===== src/rtl/des_perm_pipe.sv =====
// Pipelined DES bit-permutation engine: optional L/R half-swap, then FP or IP,
// followed by PIPE_STAGES valid/ready register stages and a completed-block counter.
module des_perm_pipe #(
  parameter int unsigned PIPE_STAGES = 2,
  parameter int unsigned TAG_W       = 4
) (
  input  logic             clk,
  input  logic             rst,
  input  logic             flush,
  input  logic             in_valid,
  output logic             in_ready,
  input  logic [63:0]      in_data,
  input  logic             in_mode,
  input  logic             in_swap,
  input  logic [TAG_W-1:0] in_tag,
  output logic             out_valid,
  input  logic             out_ready,
  output logic [63:0]      out_data,
  output logic [TAG_W-1:0] out_tag,
  output logic [31:0]      blk_cnt
);

  localparam int unsigned S = PIPE_STAGES;

  logic [63:0]                 w_x;
  logic [63:0]                 w_fp;
  logic [63:0]                 w_ip;
  logic [63:0]                 w_perm;
  logic [S:0]                  w_rdy;
  logic                        w_out_fire;

  logic [S-1:0]                r_vld;
  logic [S-1:0][63:0]          r_data;
  logic [S-1:0][TAG_W-1:0]     r_tag;
  logic [31:0]                 r_blk_cnt;

  assign w_x = in_swap ? {in_data[31:0], in_data[63:32]} : in_data;

  // FP wiring: out[8j+i] = x[base(i) + 8*(i>>1) - j]; IP is the same wiring reversed.
  for (genvar j = 0; j < 8; j++) begin : g_row
    for (genvar i = 0; i < 8; i++) begin : g_col
      localparam int Src = (((i % 2) == 0) ? 39 : 7) + 8 * (i / 2) - j;
      assign w_fp[8*j+i] = w_x[Src];
      assign w_ip[Src]   = w_x[8*j+i];
    end
  end

  assign w_perm = in_mode ? w_ip : w_fp;

  // Ready chain from the output back to stage 1; an empty stage always accepts.
  always_comb begin
    w_rdy    = '0;
    w_rdy[S] = out_ready;
    for (int s = int'(S) - 1; s >= 0; s--) begin
      w_rdy[s] = ~r_vld[s] | w_rdy[s+1];
    end
  end

  assign in_ready   = w_rdy[0] & ~flush;
  assign w_out_fire = r_vld[S-1] & out_ready;

  // Stage registers: stage 1 captures the permuted input, later stages shift.
  // Data/tag only load with a valid block so a stalled output stays stable.
  always_ff @(posedge clk or posedge rst) begin
    if (rst) begin
      r_vld  <= '0;
      r_data <= '0;
      r_tag  <= '0;
    end else if (flush) begin
      r_vld <= '0;
    end else begin
      if (w_rdy[0]) begin
        r_vld[0] <= in_valid;
        if (in_valid) begin
          r_data[0] <= w_perm;
          r_tag[0]  <= in_tag;
        end
      end
      for (int s = 1; s < int'(S); s++) begin
        if (w_rdy[s]) begin
          r_vld[s] <= r_vld[s-1];
          if (r_vld[s-1]) begin
            r_data[s] <= r_data[s-1];
            r_tag[s]  <= r_tag[s-1];
          end
        end
      end
    end
  end

  // Completed-output counter; wraps naturally, only reset clears it.
  always_ff @(posedge clk or posedge rst) begin
    if (rst) begin
      r_blk_cnt <= '0;
    end else if (w_out_fire) begin
      r_blk_cnt <= r_blk_cnt + 32'd1;
    end
  end

  assign out_valid = r_vld[S-1];
  assign out_data  = r_data[S-1];
  assign out_tag   = r_tag[S-1];
  assign blk_cnt   = r_blk_cnt;

endmodule


===== config.mk =====
export PLATFORM = sky130hd
export DESIGN_NAME = des_perm_pipe
export DESIGN_NICKNAME = d
export VERILOG_FILES = /design/src/rtl/des_perm_pipe.sv
export SDC_FILE = /design/constraint.sdc
export NUM_CORES = 1
export LEC_CHECK = 0
export ABC_AREA = 0
export CAP_MARGIN = 20
export CORE_UTILIZATION = 32
export CTS_BUF_LIST = sky130_fd_sc_hd__clkbuf_4
export CTS_CLUSTER_DIAMETER = 100
export DETAILED_ROUTE_END_ITERATION = 16
export SETUP_SLACK_MARGIN = 0.02
export SYNTH_ARGS = -nofsm -noshare
export SYNTH_HDL_FRONTEND = slang
export SYNTH_SLANG_ARGS = --single-unit

===== constraint.sdc =====
create_clock -name clk -period 9 [get_ports clk]
set_input_delay 0.9 -clock clk [delete_from_list [all_inputs] [get_ports clk]]
set_output_delay 0.9 -clock clk [all_outputs]
set_load 0.01 [all_outputs]

Word-level counts from Yosys, hierarchy flattened
Cells that the tools add are included.
{"block": "word_totals", "regBits": 170, "input_bits": 75}
{"block": "classes", "add_sub_neg": 1, "bitwise": 7, "n_mux": 5, "reduce_logical": 4}
{"op": "64-bit two-way mux", "count": 2}
{"op": "32-bit by 1-bit adder with 32-bit output, second input constant", "count": 1}
{"op": "3-bit AND reduction", "count": 2}
{"op": "2-bit nonzero test", "count": 2}
{"op": "1-bit NOT", "count": 3}
{"op": "1-bit AND", "count": 2}
{"op": "1-bit two-way mux", "count": 2}
{"op": "2-bit two-way mux", "count": 1}
{"op": "1-bit bitwise OR", "count": 2}

Depth between registers and ports, before layout
Gate-level depths: netlist of the first run.
{"block": "depth", "depth_word": 5, "mapped_depth": 6}

Least setup slack after synthesis of the first run
Ideal clock, no wire load.
{"block": "synth_path", "kind": "input to register", "startpoint": "in in_swap", "endpoint": "reg r_data[10] (netlist bit)", "n_path_buf": 3, "required_ns": 8.875, "slack_ns": 6.806, "arrival_time_ns": 2.069, "cell_stages": 5, "setup_ns": 0.125, "cell_sequence": "buf_6 > buf_2 > buf_2 > mux4_2 > mux2_4"}
{"block": "synth_via", "elab_chain_len": 2}
{"element": "start: declaration", "line_no": "14", "rtl": "input logic in_swap,"}
{"element": "64-bit two-way mux", "line_no": "37", "rtl": "assign w_x = in_swap ? {in_data[31:0], in_data[63:32]} : in_data;"}
{"element": "64-bit two-way mux", "line_no": "48", "rtl": "assign w_perm = in_mode ? w_ip : w_fp;"}
{"element": "end signal: indexed assignment", "line_no": "83", "rtl": "r_data[s] <= r_data[s-1];"}
{"element": "end: declaration", "line_no": "33", "rtl": "logic [S-1:0][63:0] r_data;"}
No other way between the ends.
A chain may end at the register's enable or synchronous reset.

Final worst setup path of the first run
{"block": "layout_path", "startpoint": "in out_ready", "endpoint": "out in_ready"}
{"block": "layout_via", "elab_chain_len": 3}
{"element": "start: declaration", "line_no": "17", "rtl": "input logic out_ready,"}
{"element": "1-bit bitwise OR (2 in series)", "line_no": "55", "rtl": "w_rdy[s] = ~r_vld[s] | w_rdy[s+1];"}
{"element": "1-bit AND", "line_no": "59", "rtl": "assign in_ready = w_rdy[0] & ~flush;"}
{"element": "end: declaration", "line_no": "11", "rtl": "output logic in_ready,"}
No other way between the ends.

==> results of run 1 <==
==> power by group <==
part | total (uW) | switching [uW] | internal, uW
Sequential | 1040 | 108 | 935
Clock | 457 | 285 | 171
Combinational | 662 | 237 | 424
==> state kept, by name, summed over array words and instances, names as in the netlist <==
name	flops
blk_cnt	32
out_data	64
out_tag	4
r_data	64
r_tag	4
r_vld	2
==> worst paths after layout <==
path | from | to | slack (ps) | cells after the start
setup / recovery | out_ready | in_ready | 5840 | 4
hold / removal | blk_cnt[31] | blk_cnt[31] | 480 | 1
setup reg to reg | r_vld[1] | r_data[0] | 6520 | 4
hold reg to reg | blk_cnt[31] | blk_cnt[31] | 480 | 1
max in group asynchronous | rst | r_data[27] | 6600 | 3
min in group asynchronous | rst | out_data[49] | 870 | 2
==> cell type report <==
type / instances / share of cell area
Sequential cell: 170 / 0.399
Multi-Input combinational cell: 302 / 0.362
Timing Repair Buffer: 182 / 0.171
Tap cell: 341 / 0.0400
Clock inverter: 13 / 0.0148
Clock buffer: 17 / 0.0120
Inverter: 3 / 0.00153
Antenna cell: 1 / 0.000235
==> kinds of logic (layout without fill, tap and decap cells) <==
logic type | after synthesis | after routing | share of synthesized area
muxes | 197 | 197 | 0.352
adders and majority gates | 1 | 1 | 0.00141
AOI/OAI and AO/OA | 7 | 7 | 0.00439
other | 0 | 1 | 0
buffers and inverters | 101 | 215 | 0.0846
and+or+nand+nor | 66 | 66 | 0.0457
DFF | 170 | 170 | 0.481
xor gates and xnor gates | 31 | 31 | 0.0307
==> synthesized netlist by cell type (2+ instances only) <==
cell and count:
a21oi_1 2, and2_1 3, and3_1 3, and4_1 2
buf_2 13, buf_4 76, buf_6 9, dfrtp_1 170
inv_1 3, mux2_1 9, mux2_2 64, mux2_4 60
mux2i_1 4, mux4_2 60, nand2_1 14, nand3_1 14
nand4_1 13, nor2_1 5, nor3_1 3, nor4_4 2
o21ai_0 4, xnor2_1 27, xor2_1 4
==> per-layer routing <==
layer  vias to the layer above  routed length, um  GRT usage
met5                         -                  0          0
met4                         0                133     0.0292
met3                         9               1310     0.0465
met2                       187               9210      0.226
met1                      2647               8670      0.187
li1                       2254                  -          -
==> through the flow <==
step / cells / area (um^2) / power, uW / setup WS [ps] / hold WS (ps)
5_1_grt: 1029 / 10700 / 2290 / 5760 / 518
3_5_place_dp: 997 / 10300 / 1730 / 5540 / 476
6_report: 1029 / 10700 / 2160 / 5840 / 482
2_1_floorplan: 573 / 8840 / 1510 / 3500 / 443
3_3_place_gp: 996 / 10300 / 1720 / 5590 / 466
4_1_cts: 1027 / 10600 / 2200 / 5830 / 497
==> impl_metrics.json, run 1 <==
{
  "yosysTopAreaCell": "dfrtp_1",
  "worstSetupEndpointType": "output port",
  "startpoint_type": "primary input",
  "routed_wl_mm": 19.3,
  "antenna_found_initial": 2,
  "synth_seq_cells": 170,
  "start_util": 0.327,
  "critPathMaxStageDelay_ps": 480,
  "core_mm2": 0.0270,
  "first_pass_iters": 4,
  "drv_slew": 0,
  "cts_made_buffers": 17,
  "netlist_top_cells_area": "dfrtp_1 (48%), mux4_2 (15%), mux2_4 (10%), mux2_2 (8.1%), buf_4 (6.5%)",
  "critPathBufInv": 2,
  "ir_worst_vdd_mv": 0.108,
  "path_delay_family": "buffers and inverters",
  "ctsHoldBuffers": 0,
  "drc": 0,
  "dpl.hpwl_mm": 13.7,
  "grt_first_pass_wirelength_mm": 31.0,
  "fillers": 2486,
  "cts.sinks": 170,
  "synthDistinctLibCells": 32,
  "fp.dieW_um": 168,
  "critPathKind": "in -> out",
  "grt_max_degree": 104,
  "final_common_cell": "clkdlybuf4s50_1",
  "cp_cell_sequence": "clkdlybuf4s50_1, nor2b_2, a21oi_1, clkdlybuf4s50_1",
  "status": "finished, final reports clean",
  "fmax_mhz": 316,
  "num_vias": 5097,
  "dieArea_mm2": 0.0283,
  "powerDensity_mw_per_mm2": 203,
  "synthCells": 573,
  "seq_area_mm2": 0.00425,
  "post_cts_buffers": 0,
  "chipHeight_um": 168,
  "cts_tree": "done",
  "drive_gt1_frac": 0.336,
  "clock_latency_ps": 560,
  "netlist_area_mm2": 0.00884,
  "synth_edf_count": 0,
  "tightestPinTransition_ps": 1030,
  "layout_common_cells": "clkdlybuf4s50_1 (174), dfrtp_1 (170), mux2_2 (64)",
  "synth_ff_type": "dfrtp_1",
  "finalHoldViolations": 0,
  "ys_warn_count": 0,
  "multi_input_comb_area_mm2": 0.00386,
  "min_period_ps": 3160,
  "htreeDepth": 4,
  "period_share": 0.351,
  "setup_violations": 0,
  "wire_per_inst_um": 18.8,
  "cp_common_cell": "clkdlybuf4s50_1",
  "synthDominantCellAreaShare": 0.481,
  "antenna_left": 0,
  "cts-resized-gates": 0,
  "area_growth_pct": 20.5,
  "hold_class": "reg -> reg",
  "place.gp.congestion": 0.832,
  "worstPathMaxFanout": 5,
  "drt_iter0_markers": 349,
  "clkTransAtPathRegs_ps": 150,
  "avgSynthCellArea_um2": 15.4,
  "rsz0062_at_grt": "no",
  "fin_nets": 752,
  "crit_required_ps": 8100,
  "seq_area_frac_synth": 0.481,
  "grtUsageTotal": 0.141,
  "first_global_vias": 5316,
  "max_cap_violations": 0,
  "post-route-util": 0.394,
  "io_buffers": 176,
  "ys_async_sr_fraction": 1.00,
  "setup-tns-final_ps": 0,
  "slowest_stage": "clkdlybuf4s50_1",
  "vias_per_cell": 4.95,
  "p_leak_uw": 0.00442,
  "relSlewSlack": 0.315,
  "cts_buffer_depth": 2,
  "ios": 177,
  "rows": 60,
  "crit_arrival_ps": 2260,
  "clockRootBuffer": "clkbuf_4",
  "synth_nets": 649,
  "grt-ovfl-total": 0,
  "finClkSkew_ps": 41.1
}
(Power assumes the default switching activity.)
==> run 2: changes to the inputs <==
==> constraint.sdc (replaced) <==
create_clock -name clk -period 2.8 [get_ports clk]
set_input_delay 0.28 -clock clk [delete_from_list [all_inputs] [get_ports clk]]
set_output_delay 0.28 -clock clk [all_outputs]
set_load 0.01 [all_outputs]
==> run 2 against run 1 <==
Effect of this change: worst setup slack lost 5300 ps; die area is the same; non-clock buffer count grew 5; cell count grew 0.68%; clock skew shrank 17 ps; register-to-register slack lost 5700 ps; critical path depth shrank 1; hold slack lost 310 ps; sequential power grew to 3.3 times the previous value; highest routed layer unchanged.
==> impl_metrics.json, run 2 (synthesis results as in run 1) <==
{
  "cts_tree": "done",
  "ctsHoldBuffers": 0,
  "num_vias": 5163,
  "fp.dieW_um": 168,
  "clockRootBuffer": "clkbuf_4",
  "finClkSkew_ps": 23.7,
  "area_growth_pct": 21.6,
  "drv_slew": 0,
  "worstSetupEndpointType": "output port",
  "startpoint_type": "flip-flop",
  "worst_slack_ps": 517,
  "ir_worst_vdd_mv": 0.282,
  "cts_made_buffers": 17,
  "crit_required_ps": 2520,
  "chipHeight_um": 168,
  "cts_buffer_depth": 2,
  "setup_violations": 0,
  "grtUsageTotal": 0.144,
  "max_cap_violations": 0,
  "worstPathMaxFanout": 5,
  "grt_first_pass_wirelength_mm": 31.5,
  "drt_iter0_markers": 280,
  "critPathKind": "reg -> out",
  "ff2ff_setup_slack_ps": 790,
  "min_period_ps": 2280,
  "grt-ovfl-total": 0,
  "core_mm2": 0.0270,
  "clkTransAtPathRegs_ps": 160,
  "tightestPinTransition_ps": 589,
  "hold_class": "in -> async",
  "clock_latency_ps": 560,
  "setup-tns-final_ps": 0,
  "wire_per_inst_um": 18.9,
  "start_util": 0.327,
  "place_ws_ps": 486,
  "io_buffers": 176,
  "cts-resized-gates": 0,
  "relSlewSlack": 0.604,
  "crit_arrival_ps": 2000,
  "period_share": 0.815,
  "post_cts_buffers": 0,
  "place.gp.congestion": 0.831,
  "powerDensity_mw_per_mm2": 650,
  "routed_wl_mm": 19.6,
  "first_global_vias": 5375,
  "rows": 60,
  "antenna_left": 0,
  "p_leak_uw": 0.00447,
  "fin_nets": 757,
  "fmax_mhz": 438,
  "first_pass_iters": 6,
  "whs_ps": 174,
  "ios": 177,
  "antenna_found_initial": 3,
  "final_common_cell": "clkdlybuf4s50_1",
  "grt_max_degree": 98,
  "vias_per_cell": 4.98,
  "placedInstanceArea_mm2": 0.0105,
  "finalHoldViolations": 0,
  "status": "finished, final reports clean",
  "rsz0062_at_grt": "no",
  "drive_gt1_frac": 0.340,
  "cts.sinks": 170,
  "htreeDepth": 4,
  "dieArea_mm2": 0.0283,
  "dpl.hpwl_mm": 14.4,
  "final_area_mm2": 0.0108,
  "layout_common_cells": "clkdlybuf4s50_1 (174), dfrtp_1 (170), mux2_2 (64)",
  "drc": 0
}
## run 2: cell types whose count changed in the layout (fill, tap and decap cells not counted), sizes merged
cell	before	now
buf	8	13
clkinvlp	2	1
inv	11	9
clkinv	1	6
## run 2: area by class of cell
type | count | area (um^2)
timing repair buffer | 187 | 1910
clock buffer | 17 | 128
tap | 341 | 427
multi-input combinational | 302 | 3860
fill | 2504 | 16300
clock inverter | 15 | 164
sequential | 170 | 4250
inverter | 3 | 15.0
antenna | 1 | 2.50
## run 2: path summary, 6_finish.rpt
path | start | to | cells past startpoint
min in group clk | in_valid | r_vld[0] | 3
hold / removal | rst | out_tag[1] | 3
max in group asynchronous | rst | out_data[4] | 3
setup / recovery | r_vld[1] | in_ready | 3
setup reg to reg | r_vld[1] | r_data[11] | 4
hold reg to reg | blk_cnt[31] | blk_cnt[31] | 1
## run 2: layer usage
metal	up-vias	routed length [um]	GRT usage
li1	2263	-	-
met1	2694	8580	0.188
met2	185	9160	0.224
met3	21	1580	0.0487
met4	0	298	0.0466
met5	-	0	0
## run 2: critical path: stages, from the launching register on
cell and delay [ps]:
dfrtp_1 450, nor2b_2 220, a21oi_1 200, clkdlybuf4s50_1 560
## run 2: stage by stage
stage	power [uW]	cells	utilization
6_report	7000	1036	0.398
5_1_grt	7390	1036	0.398
4_1_cts	7110	1035	0.398
3_5_place_dp	5590	1003	0.387
3_3_place_gp	5540	1003	0.387
2_1_floorplan	4860	573	-
## run 2: report_power, final
group          switching, uW  total [uW]  leakage (uW)  internal, uW
Sequential               368        3380       0.00208          3010
Clock                    936        1490      0.000162           554
Combinational            757        2130       0.00222          1370
==> run 3: changes to the inputs <==
==> constraint.sdc (replaced) <==
create_clock -name clk -period 2 [get_ports clk]
set_input_delay 0.2 -clock clk [delete_from_list [all_inputs] [get_ports clk]]
set_output_delay 0.2 -clock clk [all_outputs]
set_load 0.01 [all_outputs]
==> run 3 against run 2 <==
Effect of this change: critical path depth decreased by 2; routed wire length decreased by 1.0%; non-clock buffer count increased by 13; sequential cell count unchanged; count of clock-buffer cells in the layout increased by 1; sequential power increased by 39%; worst setup slack got worse by 350 ps; utilization increased by 0.72 points; critical path type unchanged; highest routed layer unchanged.
==> impl_metrics.json, run 3 (synthesis results as in run 1) <==
{
  "grt_max_degree": 53,
  "rows": 60,
  "grtUsageTotal": 0.144,
  "whs_ps": 225,
  "drv_slew": 0,
  "layout_common_cells": "clkdlybuf4s50_1 (173), dfrtp_1 (168), mux2_2 (64)",
  "first_global_vias": 5454,
  "cts_made_buffers": 17,
  "chipHeight_um": 168,
  "wire_per_inst_um": 18.5,
  "period_share": 0.917,
  "clock_latency_ps": 560,
  "hold_class": "in -> reg",
  "crit_start": "blk_cnt[6]",
  "ir_worst_vdd_mv": 0.330,
  "core_mm2": 0.0270,
  "pwr-share-comb": 0.308,
  "path_delay_family": "buffers and inverters",
  "slowest_stage": "clkdlybuf4s50_1",
  "p_int_uw": 6970,
  "cts_buffer_depth": 2,
  "clkTransAtPathRegs_ps": 160,
  "area_growth_pct": 23.8,
  "finalHoldViolations": 0,
  "vias_per_cell": 4.95,
  "drive_gt1_frac": 0.356,
  "switching_share": 0.294,
  "stdcell_count": 1049,
  "clkPwrFrac": 0.217,
  "drt_iter0_markers": 340,
  "relSlewSlack": 0.704,
  "cts.sinks": 170,
  "rsz0062_at_grt": "no",
  "crit_arrival_ps": 1630,
  "max_cap_violations": 0,
  "place.gp.congestion": 0.861,
  "ios": 177,
  "antenna_found_initial": 3,
  "clockRootBuffer": "clkbuf_4",
  "num_vias": 5192,
  "drc": 0,
  "critPathBufInv": 1,
  "fin_nets": 770,
  "dp.cells": 1013,
  "powerDensity_mw_per_mm2": 902,
  "io_buffers": 176,
  "cp_cell_sequence": "clkdlybuf4s50_1",
  "fillers": 2441,
  "setup_violations": 0,
  "status": "finished, final reports clean",
  "crit_required_ps": 1800,
  "fmax_mhz": 545,
  "tightestPinTransition_ps": 440,
  "grt-ovfl-total": 0,
  "grt_first_pass_wirelength_mm": 31.5,
  "final_common_cell": "clkdlybuf4s50_1",
  "fp.dieW_um": 168,
  "routed_wl_mm": 19.4,
  "min_period_ps": 1830,
  "p_leak_uw": 0.00455,
  "antenna_left": 0,
  "worstPathMaxFanout": 4,
  "htreeDepth": 4,
  "first_pass_iters": 4,
  "critPathMaxStageDelay_ps": 580,
  "worstSetupEndpointType": "output port",
  "hold_start": "in_swap",
  "cts_tree": "done",
  "finClkSkew_ps": 20.0,
  "power_frac_seq": 0.476,
  "r2r_start": "r_vld[1]",
  "dieArea_mm2": 0.0283,
  "power.switching_uw": 2900,
  "dpl.hpwl_mm": 14.5,
  "start_util": 0.327,
  "critPathKind": "reg -> out",
  "startpoint_type": "flip-flop"
}
==> run 3: cell types whose count changed in the layout (fill, tap and decap cells not counted), sizes merged <==
cell	delta
clkinvlp	+2
inv	-1
clkbuf	+1
clkdlybuf4s50	-1
buf	+12
dlygate4sd2	+1
clkinv	-2
dlygate4sd3	+1
==> run 3: timing repair <==
action / in CTS / in global routing
gates resized for setup: 2 / 2
hold buffers: 1 / 0
cloned: 0 / 0
hold endpoints to repair: 7 / 0
buffers inserted: 0 / 2
setup endpoints to repair: 1 / 3
==> run 3: area by class of cell <==
cell class | count | area (um^2) | share of cell area
inverter | 3 | 15.0 | 0.00137
antenna | 1 | 2.50 | 0.000228
sequential | 170 | 4260 | 0.389
tap | 341 | 427 | 0.0390
multi-input combinational | 302 | 3860 | 0.353
clock buffer | 18 | 135 | 0.0123
clock inverter | 14 | 181 | 0.0166
timing repair buffer | 200 | 2070 | 0.189
==> run 3: path summary, 6_finish.rpt <==
check / slack [ps] / endpoint / cells past startpoint
max reg2reg: 300 / out_data[5] / 4
min in group asynchronous: 500 / r_tag[0] / 3
min reg2reg: 490 / blk_cnt[31] / 1
min: 220 / r_data[42] / 4
max in group asynchronous: 870 / blk_cnt[13] / 4
max: 170 / blk_cnt[6] / 1
==> run 3: metal layers <==
metal,vias up,global-route usage,part of all wire
li1,2306,-,-
met1,2698,0.188,0.44
met2,171,0.227,0.47
met3,17,0.0487,0.079
met4,0,0.0375,0.011
met5,-,0,0
==> run 3: power by group through the flow <==
stage,Sequential [uW],Clock [uW],Combinational (uW)
5_1_grt,4810,2410,3230
6_report,4700,2140,3040
3_3_place_gp,4750,0,3020
3_5_place_dp,4780,0,3060
4_1_cts,4710,2250,3080
2_1_floorplan,4610,0,2190
==> run 3: per-stage QoR <==
stage                util  setup slack [ps]  setup TNS (ps)  power, uW  cell area, um^2
floorplan               -              -369          -62680       6800             8850
global placement    0.392              56.9               0       7770            10600
detailed placement  0.392              40.0               0       7840            10600
CTS                 0.404              42.2               0      10000            10900
global route        0.405              35.0               0      10500            11000
finish              0.405               167               0       9870            11000
